### src/rtl/apb_gpio_pkg.sv
// Shared constants, state encoding and offset-decode helpers for the APB GPIO completer.
// Latency: none (declarations only).
// Backpressure: not applicable.
package apb_gpio_pkg;

    localparam int DATA_W = 8;
    localparam int ADDR_W = 8;
    localparam int OFS_W  = 4;
    localparam int CNT_W  = 4;

    localparam logic [OFS_W-1:0] OFS_OUT      = 4'h0;
    localparam logic [OFS_W-1:0] OFS_DIR      = 4'h1;
    localparam logic [OFS_W-1:0] OFS_IN       = 4'h2;
    localparam logic [OFS_W-1:0] OFS_ID       = 4'h3;
    localparam logic [OFS_W-1:0] OFS_IRQ_EN   = 4'h4;
    localparam logic [OFS_W-1:0] OFS_IRQ_STAT = 4'h5;

    typedef enum logic {
        IDLE   = 1'b0,
        ACCESS = 1'b1
    } state_t;

    function automatic logic ofs_readable(input logic [OFS_W-1:0] ofs, input logic irq_present);
        return (ofs <= OFS_ID) ||
               (irq_present && ((ofs == OFS_IRQ_EN) || (ofs == OFS_IRQ_STAT)));
    endfunction

    function automatic logic ofs_writable(input logic [OFS_W-1:0] ofs, input logic irq_present);
        return (ofs == OFS_OUT) || (ofs == OFS_DIR) ||
               (irq_present && ((ofs == OFS_IRQ_EN) || (ofs == OFS_IRQ_STAT)));
    endfunction

endpackage

### src/rtl/gpio_sync.sv
// Two-flop synchronizer for GPIO pins with optional previous-value flop and rising-edge vector.
// Latency: 2 PCLK cycles from a settled pin change to sync_out; rise is combinational on sync_out.
// Backpressure: none, free-running.
module gpio_sync #(
    parameter int W       = 8,
    parameter bit EDGE_EN = 1'b1
) (
    input  logic         PCLK,
    input  logic         PRESETn,
    input  logic [W-1:0] async_in,
    output logic [W-1:0] sync_out,
    output logic [W-1:0] rise
);

    logic [W-1:0] meta_q;
    logic [W-1:0] sync_q;

    always_ff @(posedge PCLK or negedge PRESETn) begin
        if (!PRESETn) begin
            meta_q <= '0;
            sync_q <= '0;
        end else begin
            meta_q <= async_in;
            sync_q <= meta_q;
        end
    end

    assign sync_out = sync_q;

    generate
        if (EDGE_EN) begin : g_edge
            logic [W-1:0] prev_q;

            always_ff @(posedge PCLK or negedge PRESETn) begin
                if (!PRESETn) begin
                    prev_q <= '0;
                end else begin
                    prev_q <= sync_q;
                end
            end

            assign rise = sync_q & ~prev_q;
        end else begin : g_no_edge
            assign rise = '0;
        end
    endgenerate

endmodule

### src/rtl/apb_gpio_slave.sv
// APB completer hosting GPIO OUT/DIR/IN/ID registers; GPIO_IRQ_EN adds IRQ_EN/IRQ_STAT and irq.
// Latency: WAIT_STATES PREADY-low access cycles, completion on access cycle WAIT_STATES+1.
// Backpressure: PREADY held low while the wait counter runs; PSEL drop aborts silently.
module apb_gpio_slave
    import apb_gpio_pkg::*;
#(
    parameter int         WAIT_STATES = 1,
    parameter logic [7:0] ID_VALUE    = 8'hA5
) (
    input  logic              PCLK,
    input  logic              PRESETn,
    input  logic              PSEL,
    input  logic              PENABLE,
    input  logic              PWRITE,
    input  logic [ADDR_W-1:0] PADDR,
    input  logic [DATA_W-1:0] PWDATA,
    output logic [DATA_W-1:0] PRDATA,
    output logic              PREADY,
    output logic              PSLVERR,
    input  logic [DATA_W-1:0] gpio_in,
    output logic [DATA_W-1:0] gpio_out,
    output logic [DATA_W-1:0] gpio_oe,
    output logic              irq
);

`ifdef GPIO_IRQ_EN
    localparam logic IRQ_PRESENT = 1'b1;
`else
    localparam logic IRQ_PRESENT = 1'b0;
`endif

    state_t             state_q, state_d;
    logic [CNT_W-1:0]   cnt_q, cnt_d;
    logic [OFS_W-1:0]   addr_q;
    logic               write_q;
    logic [DATA_W-1:0]  wdata_q;
    logic [DATA_W-1:0]  out_q;
    logic [DATA_W-1:0]  dir_q;
    logic [DATA_W-1:0]  sync_in;
    logic [DATA_W-1:0]  sync_rise;
    logic               done;
    logic               rd_ok;
    logic               wr_ok;
    logic               commit;
    logic [DATA_W-1:0]  rd_mux;

`ifdef GPIO_IRQ_EN
    logic [DATA_W-1:0]  irq_en_q;
    logic [DATA_W-1:0]  irq_stat_q;
    logic [DATA_W-1:0]  irq_clr;
    logic               irq_q;
`endif

    always_comb begin
        state_d = state_q;
        cnt_d   = cnt_q;
        case (state_q)
            IDLE: begin
                // PENABLE without a preceding setup phase is ignored
                if (PSEL && !PENABLE) begin
                    state_d = ACCESS;
                    cnt_d   = CNT_W'(WAIT_STATES);
                end
            end
            ACCESS: begin
                if (!PSEL) begin
                    state_d = IDLE;
                end else if (cnt_q != '0) begin
                    cnt_d = cnt_q - 1'b1;
                end else begin
                    state_d = IDLE;
                end
            end
        endcase
    end

    always_ff @(posedge PCLK or negedge PRESETn) begin
        if (!PRESETn) begin
            state_q <= IDLE;
            cnt_q   <= '0;
            addr_q  <= '0;
            write_q <= 1'b0;
            wdata_q <= '0;
        end else begin
            state_q <= state_d;
            cnt_q   <= cnt_d;
            if (state_q == IDLE && PSEL && !PENABLE) begin
                addr_q  <= PADDR[OFS_W-1:0];
                write_q <= PWRITE;
                wdata_q <= PWDATA;
            end
        end
    end

    // Response is decoded purely from flops so no bus input reaches PREADY/PRDATA/PSLVERR
    assign done   = (state_q == ACCESS) && (cnt_q == '0);
    assign rd_ok  = ofs_readable(addr_q, IRQ_PRESENT);
    assign wr_ok  = ofs_writable(addr_q, IRQ_PRESENT);
    assign commit = done && PSEL && write_q && wr_ok;

    always_ff @(posedge PCLK or negedge PRESETn) begin
        if (!PRESETn) begin
            out_q <= '0;
            dir_q <= '0;
        end else if (commit) begin
            if (addr_q == OFS_OUT) out_q <= wdata_q;
            if (addr_q == OFS_DIR) dir_q <= wdata_q;
        end
    end

    always_comb begin
        rd_mux = '0;
        case (addr_q)
            OFS_OUT:      rd_mux = out_q;
            OFS_DIR:      rd_mux = dir_q;
            OFS_IN:       rd_mux = sync_in;
            OFS_ID:       rd_mux = ID_VALUE;
`ifdef GPIO_IRQ_EN
            OFS_IRQ_EN:   rd_mux = irq_en_q;
            OFS_IRQ_STAT: rd_mux = irq_stat_q;
`endif
            default:      rd_mux = '0;
        endcase
    end

    assign PREADY   = done;
    assign PRDATA   = (done && !write_q && rd_ok) ? rd_mux : '0;
    assign PSLVERR  = done && (write_q ? !wr_ok : !rd_ok);
    assign gpio_out = out_q;
    assign gpio_oe  = dir_q;

    gpio_sync #(
        .W       (DATA_W),
        .EDGE_EN (IRQ_PRESENT)
    ) u_sync (
        .PCLK     (PCLK),
        .PRESETn  (PRESETn),
        .async_in (gpio_in),
        .sync_out (sync_in),
        .rise     (sync_rise)
    );

`ifdef GPIO_IRQ_EN
    // A clear and a fresh edge on the same bit resolve in favour of the edge
    assign irq_clr = (commit && addr_q == OFS_IRQ_STAT) ? wdata_q : '0;

    always_ff @(posedge PCLK or negedge PRESETn) begin
        if (!PRESETn) begin
            irq_en_q   <= '0;
            irq_stat_q <= '0;
            irq_q      <= 1'b0;
        end else begin
            if (commit && addr_q == OFS_IRQ_EN) irq_en_q <= wdata_q;
            irq_stat_q <= (irq_stat_q & ~irq_clr) | sync_rise;
            irq_q      <= |(irq_stat_q & irq_en_q);
        end
    end

    assign irq = irq_q;

    logic unused_paddr;
    assign unused_paddr = ^PADDR[ADDR_W-1:OFS_W];
`else
    assign irq = 1'b0;

    logic unused_bits;
    assign unused_bits = ^{PADDR[ADDR_W-1:OFS_W], sync_rise};
`endif

endmodule
### config.mk
export PLATFORM = sky130hd
export DESIGN_NAME = apb_gpio_slave
export DESIGN_NICKNAME = d
export VERILOG_FILES = /design/src/rtl/apb_gpio_pkg.sv /design/src/rtl/gpio_sync.sv /design/src/rtl/apb_gpio_slave.sv
export SDC_FILE = /design/constraint.sdc
export NUM_CORES = 1
export LEC_CHECK = 0
export CAP_MARGIN = 20
export CORE_MARGIN = 2
export CORE_UTILIZATION = 44
export CTS_CLUSTER_SIZE = 16
export DETAILED_ROUTE_END_ITERATION = 16
export GPL_ROUTABILITY_DRIVEN = 0
export PLACE_DENSITY = 0.76
export RECOVER_POWER = 100
export SLEW_MARGIN = 30
export SYNTH_ARGS = -nofsm -noshare
export SYNTH_HDL_FRONTEND = slang
export SYNTH_SLANG_ARGS = --single-unit
### constraint.sdc
create_clock -name PCLK -period 1.7 [get_ports PCLK]
set_input_delay 0.34 -clock PCLK [delete_from_list [all_inputs] [get_ports PCLK]]
set_output_delay 0.34 -clock PCLK [all_outputs]
set_load 0.05 [all_outputs]
# Word level (Yosys, flattened, before mapping)
# Cells that the tools add are included.
word_totals:
  register_bits: 50
  wordCells: 50
  output_inout_bits: 27
  in_bits: 29
op_classes:
  n_bitwise: 1
  reduce_logical: 21
  n_addsub: 1
  n_lt_le_gt_ge: 1
  mux: 11
  n_eq_ne: 6
ops:
  columns: ["op", "count"]
  rows:
  - ["$pmux 8 s4", 1]
  - ["$mux 4", 3]
  - ["$logic_and 1x1->1", 10]
  - ["$eq 4x2->1 const B", 2]
  - ["$logic_not 4->1", 2]
  - ["$mux 8", 1]
  - ["$pmux 4 s2", 1]
  - ["$eq 4x1->1 const B", 1]
  - ["$le 4x2->1 const B", 1]
  - ["$logic_not 1->1", 4]
  - ["$mux 1", 4]
  - ["$ne 2x2->1 const B", 2]
  - ["$reduce_and 2->1", 2]
  - ["$reduce_bool 4->1", 1]
  - ["$sub 4x1->4 const B", 1]
  - ["$reduce_and 3->1", 1]
  - ["$ne 2x1->1 const B", 1]
  - ["$pmux 1 s2", 1]
  - ["$logic_or 1x1->1", 1]
  - ["$not 1->1", 1]

# Depth between registers and ports, before layout
# Gate-level depths: netlist (run 1).
logic_depth:
  depth_word: 6
  depth_mapped: 7

# By module
# Synthesis (run 1) repeated with hierarchy kept, for this count alone.
hier_totals:
  cells_unflattened: 159
  hier_area_um2: 2225.9
by_module_without_submodules:
  columns: ["module", "cells_per_inst", "n_inst", "seq_area_each_um2", "area_each_um2"]
  rows:
  - ["apb_gpio_slave", 134, 1, 850.8, 1761.7]
  - ["gpio_sync", 25, 1, 400.4, 464.2]

# Worst setup path after synthesis (run 1)
# Ideal clock, no wire load.
synth_path:
  path_type: "register to output"
  from: "reg cnt_q[0]"
  to: "out PRDATA[7]"
  n_path_buf: 1
  t_arrival_ps: 2411
  path_slack_ps: -1051
  stages_incl_launch_ff: 7
  t_required_ps: 1360
  cell_sequence: "dfrtp_1 -> inv_1 -> ha_1 -> and4bb_1 -> buf_6 -> nand3b_1 -> a211oi_1"
synth_via:
  elab_chain_cells: 5
synth_lines:
  columns: ["item", "line", "text"]
  rows:
  - ["start: declaration", "apb_gpio_slave.sv:33", "logic [CNT_W-1:0] cnt_q, cnt_d;"]
  - ["start signal: assignment", "apb_gpio_slave.sv:86", "cnt_q <= cnt_d;"]
  - ["$logic_not 4->1", "apb_gpio_slave.sv:96", "assign done = (state_q == ACCESS) && (cnt_q == '0);"]
  - ["$logic_and 1x1->1", "apb_gpio_slave.sv:96", null]
  - ["via PREADY", "apb_gpio_slave.sv:18", "output logic PREADY,"]
  - ["$logic_and 1x1->1 (2 in a row)", "apb_gpio_slave.sv:127", "assign PRDATA = (done && !write_q && rd_ok) ? rd_mux : '0;"]
  - ["$mux 8", "apb_gpio_slave.sv:127", null]
  - ["end: declaration", "apb_gpio_slave.sv:17", "output logic [DATA_W-1:0] PRDATA,"]
# The timed path passes the listed nets, and every way through them passes these cells.

# Worst setup path after layout (run 1)
layout_path:
  from: "reg cnt_q[0]"
  to: "out PRDATA[7]"
layout_via:
  elab_chain_cells: 5
layout_lines:
  columns: ["item", "line"]
  rows:
  - ["$logic_not 4->1", "apb_gpio_slave.sv:96"]
  - ["$logic_and 1x1->1", "apb_gpio_slave.sv:96"]
  - ["$logic_and 1x1->1 (2 in a row)", "apb_gpio_slave.sv:127"]
  - ["$mux 8", "apb_gpio_slave.sv:127"]
# No other way between the ends.

==> flow_summary.rst, run 1 <==
.. list-table::
   :header-rows: 1

   * - Metric
     - Value
   * - Number of flops mapped to enable cells by yosys
     - 0
   * - Hold wc startpoint
     - u_sync.meta_q[5]$_DFF_PN0_
   * - CTS Root Cell
     - clkbuf_8
   * - Maximum level of the CTS H-tree
     - 2
   * - Via count of the first global-routing pass
     - 1643
   * - Vias per cell
     - 5.11
   * - Chip Height
     - 74.6 um
   * - Worst-case clock skew
     - 0.00756 ns
   * - Switch share
     - 33.2%
   * - Maximum fanout count along the critical path
     - 3
   * - Post-Syn Area
     - 2200 um^2
   * - Largest stage delay on the critical path
     - 0.39 ns
   * - Pins over their slew limit
     - 0
   * - Most common cell in the synthesized netlist
     - dfrtp_1
   * - Area share of the largest cell type after synthesis
     - 57.0%
   * - Initial Util
     - 46.2%
   * - Proportion of power drawn by combinational gates
     - 34.9%
   * - Register area share after synthesis
     - 57.0%
   * - Critical setup path kind
     - flop to primary output
   * - Startpoint types
     - flop
   * - Type of the most critical hold path
     - flop to flop
   * - Top post-synthesis cells by area
     - dfrtp_1 (57%), mux2_4 (11%), mux2_2 (10%)
   * - Clock tree from TritonCTS
     - done
   * - Ys flop type
     - dfrtp_1
   * - Cell type with the highest aggregate area in the netlist
     - dfrtp_1
   * - Outcome
     - finished with violations
   * - Share of async-settable or async-resettable flops after synthesis
     - 100%
   * - Input/output buffers
     - 50
   * - Reg2Reg Launch Point
     - cnt_q[0]$_DFFE_PN0P_
   * - Net count of the finished layout
     - 259
   * - Relative area change from synthesis to final layout
     - 42.5%
   * - Clock sink total
     - 50
   * - Half-perimeter wire length of the detailed placement result
     - 3.68 mm
   * - Placeable core region
     - 4750 um^2
   * - Fin worst setup slack
     - -0.474 ns
   * - Row count
     - 25
   * - Worst hold path cell count
     - 0
   * - Share of the clock period used by the worst path
     - 128%
   * - Number of antenna violations at the first check in global routing
     - 0
   * - Cells traversed along the worst timing path
     - inv_2 > ha_4 > and4bb_2 > nand3b_1 > buf_6 > a211oi_4 > buf_12
   * - Drt total wl
     - 5.15 mm
   * - Post-route minimum period
     - 2.17 ns
   * - Number of failing setup endpoints in the final timing report
     - 27
   * - Number of hold-slack violations in the final timing report
     - 0
   * - Proportion of layout cells with a drive suffix above 1
     - 47.2%
   * - RSZ-0062 raised after global routing
     - true
   * - Floorplan die area
     - 5570 um^2
   * - Fill cell count
     - 343
   * - Internal
     - 2230 uW
   * - Critical Path End Type
     - primary output
   * - Residual antenna-violating net count after detailed routing
     - 0
   * - Number of buffers and inverters on the critical path
     - 3
   * - First-pass GRT wire length
     - 8.48 mm
   * - Top Family by Delay on Critical Path
     - buffers and inverters
   * - Transition time at the pin with the least slew margin
     - 0.823 ns
   * - Count of mapped cells out of synthesis
     - 148
   * - Die Span X
     - 74.6 um
   * - Number of top-level pins
     - 56
   * - Number of distinct standard cells referenced by the synthesized netlist
     - 31
   * - Summed negative setup slack over all endpoints
     - -6.92 ns
   * - Reg clk slew, reported paths
     - 0.09 ns
   * - Total track usage
     - 21.0%
   * - Static Leakage
     - 0.00134 uW
   * - Syn. warnings
     - 0
   * - Master of the slowest instance on the critical path
     - dfrtp_1
   * - Synthesized Nets
     - 178
   * - Max rail drop VDD
     - 0.695 mV
   * - Number of buffers created by CTS
     - 5
   * - DR iter-0 viols
     - 97
   * - Routed length per instance
     - 17.4 um
   * - Clock share of power
     - 19.2%
   * - Overflow left after global routing
     - 0
   * - Max-cap violations
     - 0
   * - Data required, critical path
     - 1.36 ns
   * - Number of antenna repair diodes
     - 0
   * - End point of the most critical hold path
     - u_sync.sync_out[5]$_DFF_PN0_
   * - Top achievable clock speed
     - 460 MHz
   * - Placement Setup Slack
     - -0.241 ns
   * - List of most frequent post-synthesis cells
     - dfrtp_1 (50), mux2_2 (20), mux2_4 (16)
   * - Net switching power figure
     - 1110 uW
   * - Drt pass-1 iters
     - 5
   * - Total number of vias
     - 1512
   * - Post-synthesis area per instance
     - 14.8 um^2
   * - Total power per unit cell area
     - 1070 nW/um^2
   * - Worst R2R End
     - gpio_out[0]$_DFFE_PN0P_
   * - Part of the power in registers
     - 45.9%
   * - Signal arrival time at the worst endpoint
     - 1.83 ns
   * - Clock network latency to the later pin of the worst-skew pair
     - 0.30 ns
   * - Failing checks
     - setup timing
   * - Internal reg-to-reg setup slack
     - -0.21 ns
   * - Relative slew slack
     - 45.1%
   * - Maximum clock insertion buffer count
     - 2
   * - Register bit count reported by yosys
     - 50
   * - Largest net degree at the start of global routing
     - 37
   * - Number of cell instances on the worst register-to-register path
     - 7
   * - Number of DRC violations after detailed routing
     - 0
-- state kept, by name, indices dropped and copies added, names as in the netlist --
register         cells
write_q              1
gpio_out             8
state_q              1
wdata_q              8
u_sync.sync_out      8
u_sync.meta_q        8
cnt_q                4
addr_q               4
gpio_oe              8
-- metrics by stage --
stage          power, uW  hold slack (ns)  util, %  std cells  instance area, um^2
6_report            3340            0.353     65.8        296                 3130
3_3_place_gp        2560            0.255     62.9        282                 2990
5_1_grt             3530            0.367     65.8        296                 3130
3_5_place_dp        2640            0.274     62.9        282                 2990
2_1_floorplan       2160           0.0444        -        148                 2230
4_1_cts             3370            0.355     67.4        294                 3200
-- layout make-up --
class,instances,area (um^2),share of cell area (%)
clock buffer,5,68.8,2.20
clock inverter,2,10.0,0.320
inverter,3,11.3,0.360
multi-input combinational,88,945,30.2
sequential,50,1250,40.0
tap,67,83.8,2.68
timing repair buffer,81,758,24.2
-- placed cells by master (no fill, tap or decap), drive strengths merged --
cell type / synthesis / routed
a211oi: 2 / 2
a21boi: 1 / 1
a21oi: 3 / 3
a222oi: 2 / 2
a22o: 1 / 1
a22oi: 3 / 3
and4: 2 / 2
and4bb: 1 / 1
buf: 7 / 38
clkbuf: 0 / 24
clkdlybuf4s50: 0 / 15
clkinv: 0 / 2
conb: 1 / 1
dfrtp: 50 / 50
dlygate4sd3: 0 / 9
ha: 1 / 1
inv: 3 / 3
mux2: 36 / 36
mux2i: 2 / 2
nand2: 6 / 6
nand2b: 2 / 2
nand3b: 1 / 1
nand4b: 2 / 2
nor2: 8 / 8
nor2b: 5 / 5
nor3: 2 / 2
nor3b: 2 / 2
nor4: 1 / 1
nor4b: 1 / 1
o211ai: 3 / 3
-- metal layers --
metal  vias to the layer above  track usage (%)  wire, um
met3                        11             4.28       261
met1                       758             26.5      2030
met4                         0             8.33       140
met2                        56             35.7      2710
met5                         -                0         0
li1                        687                -         -
-- worst max path at each step --
stage,startpoint,to,slack (ns),cells after the start
global route,cnt_q[0]$_DFFE_PN0P_,PRDATA[7],-0.60,7
CTS,cnt_q[1]$_DFFE_PN0P_,PRDATA[7],-0.53,7
finish,cnt_q[0]$_DFFE_PN0P_,PRDATA[7],-0.47,7
floorplan,cnt_q[0]$_DFFE_PN0P_,PRDATA[7],-0.56,6
global placement,cnt_q[0]$_DFFE_PN0P_,PRDATA[7],-0.14,7
detailed placement,cnt_q[1]$_DFFE_PN0P_,PRDATA[7],-0.24,7
-- cells by family (layout without fill, tap and decap cells) --
logic type	after synthesis	after routing	share of synthesized area [%]
flip-flops	50	50	57.0
multiplexers	38	38	22.1
AND/OR/NAND/NOR	33	33	10.8
AO/OA/AOI/OAI	15	15	5.07
buffers and inverters	10	91	4.27
adder cells (fa/ha/maj)	1	1	0.570
other	1	1	0.171
-- what timing repair did --
action | in CTS | in global routing
endpoints found under the hold margin | 14 | 0
gates cloned | 0 | 0
setup endpoints to repair | 27 | 28
resized for setup | 18 | 0
hold buffers | 1 | 0
setup buffers | 4 | 2
pin swaps | 9 | 2
-- power groups by stage --
stage | Combinational (uW) | Clock, uW | Sequential [uW]
6_report | 1170 | 644 | 1530
4_1_cts | 1180 | 655 | 1530
5_1_grt | 1250 | 719 | 1560
3_5_place_dp | 1080 | 0 | 1550
3_3_place_gp | 1020 | 0 | 1530
2_1_floorplan | 500 | 0 | 1660
Note: power is estimated with default switching activity, not from simulation.
==> run 2, diff against run 1 <==
Settings changed: SETUP_SLACK_MARGIN set to 0.4.
==> run 2 against run 1 <==
Effect of this change: the run still ends with setup timing left; clock-buffer cell count increased by 2; non-clock buffer count increased by 6; combinational power grew 11%; clock skew shrank 0.0021 ns; sequential power about the same; sequential cell count stayed put; cell count rose by 2.4%; die area unchanged; register-to-register slack got worse by 0.13 ns; routed wire length increased by 2.4%; first-iteration DRC count is 25% lower.
==> flow_summary.rst, run 2 (synthesized netlist as in run 1, its figures left out) <==
.. list-table::
   :header-rows: 1

   * - Metric
     - Value
   * - Outcome
     - finished with violations
   * - Failing checks
     - setup timing
   * - Total power per unit cell area
     - 1110 nW/um^2
   * - Total number of vias
     - 1544
   * - Type of the most critical hold path
     - flop to flop
   * - Net count of the finished layout
     - 265
   * - CTS Root Cell
     - clkbuf_8
   * - Proportion of layout cells with a drive suffix above 1
     - 51.7%
   * - Number of buffers created by CTS
     - 5
   * - Number of antenna repair diodes
     - 0
   * - Critical Path End Type
     - primary output
   * - Number of hold-slack violations in the final timing report
     - 0
   * - Vias per cell
     - 5.10
   * - Commonest cells after routing, fill and taps aside
     - dfrtp_1 (48), mux2_4 (25), buf_4 (25)
   * - Top achievable clock speed
     - 455 MHz
   * - Clock network latency to the later pin of the worst-skew pair
     - 0.31 ns
   * - RSZ-0062 raised after global routing
     - true
   * - Chip Height
     - 74.6 um
   * - Overflow left after global routing
     - 0
   * - Max-cap violations
     - 0
   * - Number of antenna violations at the first check in global routing
     - 0
   * - Maximum fanout count along the critical path
     - 5
   * - Via count of the first global-routing pass
     - 1572
   * - Pins over their slew limit
     - 0
   * - Maximum level of the CTS H-tree
     - 2
   * - Reg clk slew, reported paths
     - 0.08 ns
   * - Half-perimeter wire length of the detailed placement result
     - 3.42 mm
   * - Transition time at the pin with the least slew margin
     - 1.22 ns
   * - Number of failing setup endpoints in the final timing report
     - 28
   * - Signal arrival time at the worst endpoint
     - 1.86 ns
   * - Relative area change from synthesis to final layout
     - 50.9%
   * - Fill cell count
     - 339
   * - Number of top-level pins
     - 56
   * - Summed negative setup slack over all endpoints
     - -10.44 ns
   * - Startpoint types
     - flop
   * - Drt pass-1 iters
     - 4
   * - Number of DRC violations after detailed routing
     - 0
   * - Critical setup path kind
     - flop to primary output
   * - Row count
     - 25
   * - Floorplan die area
     - 5570 um^2
   * - First-pass GRT wire length
     - 7.94 mm
   * - Sequential cell area
     - 1250 um^2
   * - Clock tree from TritonCTS
     - done
   * - Fin worst setup slack
     - -0.496 ns
   * - Share of the clock period used by the worst path
     - 129%
   * - Routed length per instance
     - 17.4 um
   * - Die Span X
     - 74.6 um
   * - Relative slew slack
     - 18.4%
   * - Data required, critical path
     - 1.36 ns
   * - Max rail drop VDD
     - 0.736 mV
   * - Initial Util
     - 46.2%
   * - Largest net degree at the start of global routing
     - 51
   * - Worst-case clock skew
     - 0.00551 ns
   * - Multi-input gate area
     - 1010 um^2
   * - Drt total wl
     - 5.27 mm
   * - DR iter-0 viols
     - 73
   * - Clock sink total
     - 50
   * - Post-route minimum period
     - 2.20 ns
   * - Total track usage
     - 19.7%
   * - Maximum clock insertion buffer count
     - 2
   * - Residual antenna-violating net count after detailed routing
     - 0
   * - Placeable core region
     - 4750 um^2
   * - Static Leakage
     - 0.00145 uW
   * - Placement Setup Slack
     - -0.194 ns
   * - Commonest non-fill, non-tap cell in the layout
     - dfrtp_1
   * - Input/output buffers
     - 50
[run 2: layout make-up]
| cell class | count | area share (%) |
|---|---|---|
| Sequential cell | 50 | 37.8 |
| Clock buffer | 7 | 2.30 |
| Timing Repair Buffer | 87 | 25.5 |
| Tap cell | 67 | 2.53 |
| Multi-Input combinational cell | 88 | 30.6 |
| Inverter | 3 | 0.340 |
| Clock inverter | 1 | 0.906 |
[run 2: power by group]
group | leakage [uW] | switching [uW] | total, uW | internal (uW)
sequential | 0.000622 | 193 | 1560 | 1360
clock | 0.0000524 | 378 | 819 | 440
combinational | 0.000773 | 596 | 1300 | 709
[run 2: routing by layer]
metal / wire length (um) / part of all wire (%) / track usage (%) / vias to the layer above
met1: 2180 / 41 / 23.6 / 797
met4: 59 / 1.1 / 5.16 / 0
met2: 2810 / 53 / 35.2 / 33
met3: 223 / 4.2 / 5.09 / 5
li1: - / - / - / 709
met5: 0 / 0 / 0 / -
[run 2: worst max-delay path, cell delays in order, from the launching register on]
cell and delay, ns:
dfrtp_1 0.40, inv_2 0.09, ha_4 0.14, and4bb_1 0.24, nand3b_1 0.13, buf_4 0.22, a21oi_4 0.17, buf_12 0.16
[run 2: final timing paths]
check,startpoint,end,slack (ns),cells after the start
max,cnt_q[1]$_DFFE_PN0P_,PRDATA[0],-0.50,7
min,u_sync.meta_q[3]$_DFF_PN0_,u_sync.sync_out[3]$_DFF_PN0_,0.35,0
max reg2reg,cnt_q[1]$_DFFE_PN0P_,gpio_oe[1]$_DFFE_PN0P_,-0.34,9
min reg2reg,u_sync.meta_q[3]$_DFF_PN0_,u_sync.sync_out[3]$_DFF_PN0_,0.35,0
max in group asynchronous,PRESETn,addr_q[1]$_DFFE_PN0P_,0.53,2
min in group asynchronous,PRESETn,wdata_q[2]$_DFFE_PN0P_,0.36,2
[run 2: through the flow]
step	hold WS, ns	instance area [um^2]	util [%]	instances	total power, uW
detailed placement	0.337	3030	63.8	283	2660
global placement	0.335	3030	63.8	283	2600
global route	0.365	3310	69.7	303	3830
floorplan	0.0444	2260	-	148	2190
CTS	0.0232	3300	69.4	298	3630
finish	0.354	3310	69.7	303	3680
[run 2: timing repair]
item,4_1_cts,5_1_grt
gates cloned,0,1
hold endpoints to repair,0,0
setup buffers,7,4
gates resized for setup,25,7
pin swaps,6,4
endpoints found under the setup margin,43,45
hold buffers,0,0
